File: src/rtl/keypad_entry_shaper_if.sv
// Keypad front-end bundle: raw buttons and digit switches in,
// committed word, load strobe and entry status out.
interface keypad_entry_shaper_if;
    logic [3:0]  Digit_In;
    logic        Digit_Btn;
    logic        Enter_Btn;
    logic        Clear_Btn;
    logic [15:0] Data_Out;
    logic        Data_Load;
    logic [2:0]  Digit_Count;
    logic        Entry_Full;

    modport master (
        output Digit_In, Digit_Btn, Enter_Btn, Clear_Btn,
        input  Data_Out, Data_Load, Digit_Count, Entry_Full
    );

    modport slave (
        input  Digit_In, Digit_Btn, Enter_Btn, Clear_Btn,
        output Data_Out, Data_Load, Digit_Count, Entry_Full
    );
endinterface

File: src/rtl/keypad_entry_shaper.sv
// Debounces the keypad buttons and assembles up to four nibbles
// into a 16-bit word committed with a one-cycle load strobe.
module keypad_entry_shaper #(
    parameter int DB_CYCLES = 8,
    parameter int DB_WIDTH  = 4
) (
    input logic clk,
    input logic rst,
    keypad_entry_shaper_if.slave bus
);
    localparam logic [DB_WIDTH-1:0] DbMax = DB_WIDTH'(DB_CYCLES);

    typedef enum logic [1:0] {
        EMPTY,
        COLLECT,
        FULL,
        COMMIT
    } state_t;

    // Bit order in all button vectors: {clear, enter, digit}
    logic [2:0] raw;
    logic [2:0] s1_q;
    logic [2:0] s2_q;
    logic [2:0] lvl_q;
    logic [2:0] lvl_d;
    logic [2:0] prev_q;
    logic [2:0] evt_q;
    logic [2:0][DB_WIDTH-1:0] cnt_q;
    logic [2:0][DB_WIDTH-1:0] cnt_d;

    state_t      state_q;
    logic [15:0] shift_q;
    logic [15:0] data_q;
    logic        load_q;
    logic [2:0]  count_q;
    logic        full_q;

    assign raw = {bus.Clear_Btn, bus.Enter_Btn, bus.Digit_Btn};

    always_comb begin
        lvl_d = lvl_q;
        cnt_d = cnt_q;
        for (int i = 0; i < 3; i++) begin
            if (s2_q[i] == lvl_q[i]) begin
                cnt_d[i] = '0;
            end else if (cnt_q[i] == DbMax) begin
                cnt_d[i] = '0;
                lvl_d[i] = ~lvl_q[i];
            end else begin
                cnt_d[i] = cnt_q[i] + 1'b1;
            end
        end
    end

    always_ff @(posedge clk) begin
        if (!rst) begin
            s1_q   <= '0;
            s2_q   <= '0;
            lvl_q  <= '0;
            prev_q <= '0;
            evt_q  <= '0;
            cnt_q  <= '0;
        end else begin
            s1_q   <= raw;
            s2_q   <= s1_q;
            lvl_q  <= lvl_d;
            prev_q <= lvl_q;
            evt_q  <= lvl_q & ~prev_q;
            cnt_q  <= cnt_d;
        end
    end

    // Event priority: clear, then enter, then digit; losers are dropped
    always_ff @(posedge clk) begin
        if (!rst) begin
            state_q <= EMPTY;
            shift_q <= '0;
            data_q  <= '0;
            load_q  <= 1'b0;
            count_q <= '0;
            full_q  <= 1'b0;
        end else begin
            unique case (state_q)
                COMMIT: begin
                    load_q  <= 1'b0;
                    shift_q <= '0;
                    count_q <= '0;
                    full_q  <= 1'b0;
                    state_q <= EMPTY;
                end
                default: begin
                    if (evt_q[2]) begin
                        shift_q <= '0;
                        count_q <= '0;
                        full_q  <= 1'b0;
                        state_q <= EMPTY;
                    end else if (evt_q[1]) begin
                        if (state_q != EMPTY) begin
                            data_q  <= shift_q;
                            load_q  <= 1'b1;
                            state_q <= COMMIT;
                        end
                    end else if (evt_q[0]) begin
                        if (state_q != FULL) begin
                            shift_q <= {shift_q[11:0], bus.Digit_In};
                            count_q <= count_q + 3'd1;
                            full_q  <= (count_q == 3'd3);
                            state_q <= (count_q == 3'd3) ? FULL : COLLECT;
                        end
                    end
                end
            endcase
        end
    end

    assign bus.Data_Out    = data_q;
    assign bus.Data_Load   = load_q;
    assign bus.Digit_Count = count_q;
    assign bus.Entry_Full  = full_q;
endmodule

File: src/flat_wrapper.sv
// flat-port wrapper written by rule: the top's interface ports become plain ports
module keypad_entry_shaper_flat 
#(
    parameter int DB_CYCLES = 8,
    parameter int DB_WIDTH  = 4
)
  (clk, rst, bus_Digit_In, bus_Digit_Btn, bus_Enter_Btn, bus_Clear_Btn, bus_Data_Out, bus_Data_Load, bus_Digit_Count, bus_Entry_Full);
  keypad_entry_shaper_if bus_i ();
  input logic clk;
  input logic rst;
  input wire logic [$bits(bus_i.Digit_In)-1:0] bus_Digit_In;
  input wire logic [$bits(bus_i.Digit_Btn)-1:0] bus_Digit_Btn;
  input wire logic [$bits(bus_i.Enter_Btn)-1:0] bus_Enter_Btn;
  input wire logic [$bits(bus_i.Clear_Btn)-1:0] bus_Clear_Btn;
  output wire logic [$bits(bus_i.Data_Out)-1:0] bus_Data_Out;
  output wire logic [$bits(bus_i.Data_Load)-1:0] bus_Data_Load;
  output wire logic [$bits(bus_i.Digit_Count)-1:0] bus_Digit_Count;
  output wire logic [$bits(bus_i.Entry_Full)-1:0] bus_Entry_Full;
  assign bus_i.Digit_In = bus_Digit_In;
  assign bus_i.Digit_Btn = bus_Digit_Btn;
  assign bus_i.Enter_Btn = bus_Enter_Btn;
  assign bus_i.Clear_Btn = bus_Clear_Btn;
  assign bus_Data_Out = bus_i.Data_Out;
  assign bus_Data_Load = bus_i.Data_Load;
  assign bus_Digit_Count = bus_i.Digit_Count;
  assign bus_Entry_Full = bus_i.Entry_Full;
  keypad_entry_shaper #(.DB_CYCLES(DB_CYCLES), .DB_WIDTH(DB_WIDTH)) u_core (.clk(clk), .rst(rst), .bus(bus_i));
endmodule
File: config.mk
export PLATFORM = sky130hd
export DESIGN_NAME = keypad_entry_shaper_flat
export DESIGN_NICKNAME = d
export VERILOG_FILES = /design/src/rtl/keypad_entry_shaper_if.sv /design/src/rtl/keypad_entry_shaper.sv /design/src/flat_wrapper.sv
export SDC_FILE = /design/constraint.sdc
export NUM_CORES = 1
export LEC_CHECK = 0
export ABC_AREA = 0
export BUFFER_PORTS_ARGS = -buffer_cell sky130_fd_sc_hd__clkbuf_2
export CAP_MARGIN = 40
export CORE_UTILIZATION = 45
export DETAILED_ROUTE_END_ITERATION = 16
export SYNTH_ARGS = -nofsm -noshare
export SYNTH_HDL_FRONTEND = slang
export SYNTH_SLANG_ARGS = --single-unit
File: constraint.sdc
create_clock -name clk -period 1.39 [get_ports clk]
set_input_delay 0.278 -clock clk [delete_from_list [all_inputs] [get_ports clk]]
set_output_delay 0.278 -clock clk [all_outputs]
set_load 0.02 [all_outputs]
==> results of run 1 <==
[registers in the layout, summed over array words and instances (netlist names), 3 cells and up]
| register | flops |
|---|---|
| u_core.shift_q | 16 |
| u_core.cnt_q | 12 |
| u_core.lvl_q | 3 |
| u_core.evt_q | 3 |
| u_core.bus.Digit_Count | 3 |
| u_core.s1_q | 3 |
| u_core.bus.Data_Out | 16 |
| u_core.prev_q | 3 |
| u_core.s2_q | 3 |
[power breakdown]
| part | internal (mW) | switching [mW] |
|---|---|---|
| Sequential | 1.90 | 0.00556 |
| Combinational | 0.0284 | 0.0408 |
| Clock | 0.689 | 0.661 |
| Total | 2.62 | 0.707 |
[metal layers]
layer | part of all wire (%) | up-vias | wire length [microns] | global-route usage [%]
li1 | - | 980 | - | -
met3 | 2.8 | 12 | 123 | 3.88
met2 | 46 | 30 | 2010 | 25.1
met4 | 2.8 | 0 | 119 | 10.2
met5 | 0 | - | 0 | 0
met1 | 48 | 856 | 2080 | 20.6
[worst max-delay path: stages, from the launching register on]
cell and delay (ns):
dfxtp_1 0.47, nand2b_4 0.16, a21oi_4 0.20, buf_12 0.18, mux2i_1 0.19
[logic make-up after synthesis]
group,count (synthesis)
buf+inv,27
simple gates,98
flops,66
compound gates,45
mux,20
fa+ha+maj,8
xor+xnor,9
[final cells by class]
cell class                 count  area [sq um]  share of cell area, %
timing repair buffer          39           270                   9.03
multi-input combinational    180          1110                   37.0
sequential                    66          1320                   44.1
tap                           72          90.1                   3.01
clock inverter                 3          15.0                  0.501
clock buffer                  13           149                   4.97
inverter                      11          41.3                   1.38
[stage by stage]
stage	power (mW)	instance area [sq um]	cells	hold WS [ns]	setup slack, ns
floorplan	1.99	2560	273	0.367	0.143
global placement	2.02	2830	368	0.370	0.153
detailed placement	2.02	2830	368	0.373	0.128
finish	3.33	2990	384	0.150	0.116
CTS	3.39	2990	384	0.134	0.113
global route	3.47	2990	384	0.142	0.0108
[synthesized netlist by cell type (all sizes together)]
master / number / area, sq um
inv: 11 / 41.3
mux2i: 20 / 200
dfxtp: 66 / 1320
nand2: 33 / 124
nand3b: 3 / 22.5
a21boi: 1 / 7.51
a221oi: 1 / 8.76
nand3: 24 / 120
o21ai: 19 / 95.1
a222oi: 1 / 10.0
a311oi: 1 / 8.76
xor2: 6 / 52.6
or3: 1 / 6.26
nand2b: 5 / 38.8
nor2: 15 / 56.3
nor2b: 8 / 50.1
o21a: 1 / 7.51
buf: 9 / 63.8
clkbuf: 7 / 27.5
ha: 8 / 100
xnor2: 3 / 26.3
and2: 9 / 56.3
a21oi: 21 / 116
[worst paths after layout]
check	startpoint	endpoint	slack [ns]	cells past startpoint
setup / recovery	u_core.state_q[1]$_SDFFE_PP0P_	u_core.bus.Data_Out[14]$_SDFFE_PN0P_	0.12	4
setup reg to reg	u_core.state_q[1]$_SDFFE_PP0P_	u_core.bus.Data_Out[14]$_SDFFE_PN0P_	0.12	4
hold reg to reg	u_core.prev_q[1]$_SDFF_PN0_	u_core.evt_q[1]$_SDFF_PN0_	0.38	1
hold / removal	bus_Enter_Btn	u_core.s1_q[1]$_SDFF_PN0_	0.15	2
==> flow_summary.yaml, run 1 <==
outcome:
  outcome: "finished, final reports clean"
yosys:
  synth-seq-area-share_pct: 51.6
  synth.area.mux_share_pct: 7.82
  synth_seq_cells: 66
  synth_nets: 290
  syn_area_sq_um: 2560
  synth_cell_types: 29
  ys_warn_count: 0
  synth_top_family_by_area: "simple AND/OR/NAND/NOR gates"
  synth_compound_area_share_pct: 9.92
  synth_cells: 273
  synth-simple-area-share_pct: 18.5
  avgSynthCellArea_sq_um: 9.38
  yosys.area_share.xor_xnor_pct: 3.08
  synthAdderAreaFrac_pct: 3.91
timing:
  fin_crit_sh_pct: 91.7
  hold_viol: 0
  slew_viol_final: 0
  worst_slew_pin_slew_ns: 0.283
  fin_setup_tns_ns: 0
  fmax_mhz: 785
  grt_setup_unrepaired: "no"
  post-route-min-period_ns: 1.27
  setup_viol: 0
  clock_skew_ns: 0.00423
  slew-limit-headroom_pct: 81.1
layout:
  diodes: 0
  final_nets: 324
  final_util_pct: 54.4
  area_growth_pct: 16.9
  fillers: 506
  layout-drive-gt1-share_pct: 17.3
  final_common_cell: "dfxtp_1"
  final_cell_mix: "dfxtp_1, nand2_1, clkbuf_2, nand3_1"
setup_path:
  arrival_ns: 1.53
  worst-path-max-fanout: 16
  endpoint_kind: "flip-flop"
  cp-start-kind: "flip-flop"
  path_class: "reg -> reg"
  required_ns: 1.65
grt:
  antenna_found_initial: 0
  grt_pass1_wl_microns: 7650
  grt.total_usage_pct: 16.4
  grt_max_degree: 48
  grt_pass1_vias: 1719
  grt.overflow.total: 0
routing:
  post_drt_wl_per_cell_microns: 11.3
  dr.pass1.iters: 4
  drtAntennaViolNets: 0
  via_per_inst: 4.89
  routed_wl_microns: 4330
  drc: 0
  via_count: 1878
  drt_iter0_drc: 121
clocking:
  cts_buffer_depth: 2
  post_cts_buffers: 0
  clock-root-buffer: "clkbuf_8"
  clkSinkCount: 66
  numCtsBuffers: 9
  cts_tree: "done"
  clkLatencyLatePin_ns: 0.33
  ctsHoldBuffers: 0
  clkTransAtPathRegs_ns: 0.06
  htreeDepth: 3
  post_cts_resized: 0
floorplanning:
  die_y_microns: 77.4
  ios: 30
  start_util_pct: 46.5
  rows: 27
  dieArea_sq_um: 6000
  core-area_sq_um: 5510
  floorplan.die.width_microns: 77.4
run:
  drv_cap: 0
pwr:
  irDropWorstVdd_v: 0.000643
  leakage_nw: 1.13
  powerDensity_nw_per_um2: 1110
worst_hold_path:
  hp-class: "in -> reg"
placement:
  routabilityCongestion: 0.715
  port_buffers: 29
  hpwl_microns: 2830
Note: power is estimated with default switching activity, not from simulation.
==> run 2: changes to the inputs <==
--- a/config.mk
+++ b/config.mk
@@ -10,6 +10,7 @@
 export CAP_MARGIN = 40
 export CORE_UTILIZATION = 45
 export DETAILED_ROUTE_END_ITERATION = 16
+export REMOVE_ABC_BUFFERS = 1
 export SYNTH_ARGS = -nofsm -noshare
 export SYNTH_HDL_FRONTEND = slang
 export SYNTH_SLANG_ARGS = --single-unit
==> flow_summary.yaml, run 2 (synthesis results as in run 1) <==
outcome:
  outcome: "finished, final reports clean"
clocking:
  cts_tree: "done"
  clkTransAtPathRegs_ns: 0.07
  clkLatencyLatePin_ns: 0.33
  htreeDepth: 3
  numCtsBuffers: 9
  clkSinkCount: 66
  clock-root-buffer: "clkbuf_8"
  cts_buffer_depth: 2
  post_cts_buffers: 0
  ctsHoldBuffers: 0
routing:
  dr.pass1.iters: 4
  routed_wl_microns: 4500
  drc: 0
  drt_iter0_drc: 98
  via_per_inst: 4.90
  drtAntennaViolNets: 0
  post_drt_wl_per_cell_microns: 11.8
  via_count: 1873
layout:
  area_growth_pct: 17.6
  final_util_pct: 54.7
  diodes: 0
  stdcell_area_sq_um: 3010
  final_common_cell: "dfxtp_1"
  layout-drive-gt1-share_pct: 17.7
  final_nets: 324
  final_cell_mix: "dfxtp_1, nand2_1, clkbuf_2, nand3_1"
pwr:
  leakage_nw: 1.14
  powerDensity_nw_per_um2: 1180
  irDropWorstVdd_v: 0.000496
placement:
  hpwl_microns: 2910
  place_area_sq_um: 2820
  port_buffers: 29
  routabilityCongestion: 0.740
worst_hold_path:
  min_path_cells: 2
  hp-class: "in -> reg"
timing:
  slew_viol_final: 0
  fin_crit_sh_pct: 89.9
  slew-limit-headroom_pct: 82.9
  hold_viol: 0
  whs_ns: 0.148
  grt_setup_unrepaired: "no"
  post-route-min-period_ns: 1.25
  worst_slew_pin_slew_ns: 0.257
  clock_skew_ns: 0.00562
  setup_viol: 0
  fmax_mhz: 800
grt:
  grt_max_degree: 48
  grt.total_usage_pct: 16.9
  grt_pass1_vias: 1797
  grt.overflow.total: 0
  antenna_found_initial: 0
  grt_pass1_wl_microns: 7960
floorplanning:
  rows: 27
  ios: 30
  floorplan.die.width_microns: 77.4
  dieArea_sq_um: 6000
  start_util_pct: 46.5
  core-area_sq_um: 5510
  die_y_microns: 77.4
setup_path:
  cp-start-kind: "flip-flop"
  path_class: "reg -> reg"
  required_ns: 1.65
  worst-path-max-fanout: 16
  worstRegToRegCells: 4
  endpoint_kind: "flip-flop"
  arrival_ns: 1.51
run:
  drv_cap: 0
==> run 2: cell types whose count changed in the layout (fill, tap and decap cells not counted) <==
cell	before	now
clkbuf_1	3	1
buf_12	4	3
buf_4	6	7
clkbuf_8	10	11
dfxtp_2	0	1
bufinv_16	0	1
dfxtp_1	66	65
clkinv_2	3	0
clkinvlp_4	0	1
==> run 2: cell type report <==
class | count | area [sq um]
flip-flops and latches | 66 | 1320
repair buffers | 39 | 258
well taps | 72 | 90.1
inverters | 11 | 41.3
fillers | 533 | 2490
multi-input cells | 180 | 1110
clock inverters | 2 | 37.5
clock buffers | 12 | 155
==> run 2: worst max-delay path: stages (launching register included) <==
cell and delay (ns):
dfxtp_1 0.38, nand2b_4 0.21, a21oi_4 0.18, buf_12 0.19, mux2i_1 0.21
==> run 2: per-stage QoR <==
stage          setup WS [ns]  TNS [ns]  cells  power [mW]
6_report               0.140         0    382        3.56
3_3_place_gp           0.140         0    368        2.03
5_1_grt               0.0101         0    382        3.70
2_1_floorplan         -0.221     -2.29    257        1.97
3_5_place_dp           0.116         0    368        2.03
4_1_cts               0.0925         0    382        3.61
==> run 2: routing by layer <==
layer	GRT usage (%)	routed length, microns	vias up
met5	0	0	-
li1	-	-	974
met2	26.5	1970	32
met1	21.1	2260	858
met4	9.06	87	0
met3	4.59	185	9
==> run 2: final timing paths <==
check / start / endpoint / slack (ns)
setup / recovery: u_core.state_q[0]$_SDFFE_PP0P_ / u_core.bus.Data_Out[8]$_SDFFE_PN0P_ / 0.14
hold / removal: bus_Digit_Btn / u_core.s1_q[0]$_SDFF_PN0_ / 0.15
setup reg to reg: u_core.state_q[0]$_SDFFE_PP0P_ / u_core.bus.Data_Out[8]$_SDFFE_PN0P_ / 0.14
hold reg to reg: u_core.prev_q[0]$_SDFF_PN0_ / u_core.evt_q[0]$_SDFF_PN0_ / 0.39
==> run 2: what timing repair did <==
action,4_1_cts,5_1_grt
gates resized for setup,0,1
endpoints found under the setup margin,0,11
endpoints found under the hold margin,0,0
==> run 2: report_power, final <==
part	total, mW	switching, mW	internal, mW
clock	1.58	0.669	0.907
combinational	0.0755	0.0435	0.0320
sequential	1.91	0.00544	1.90
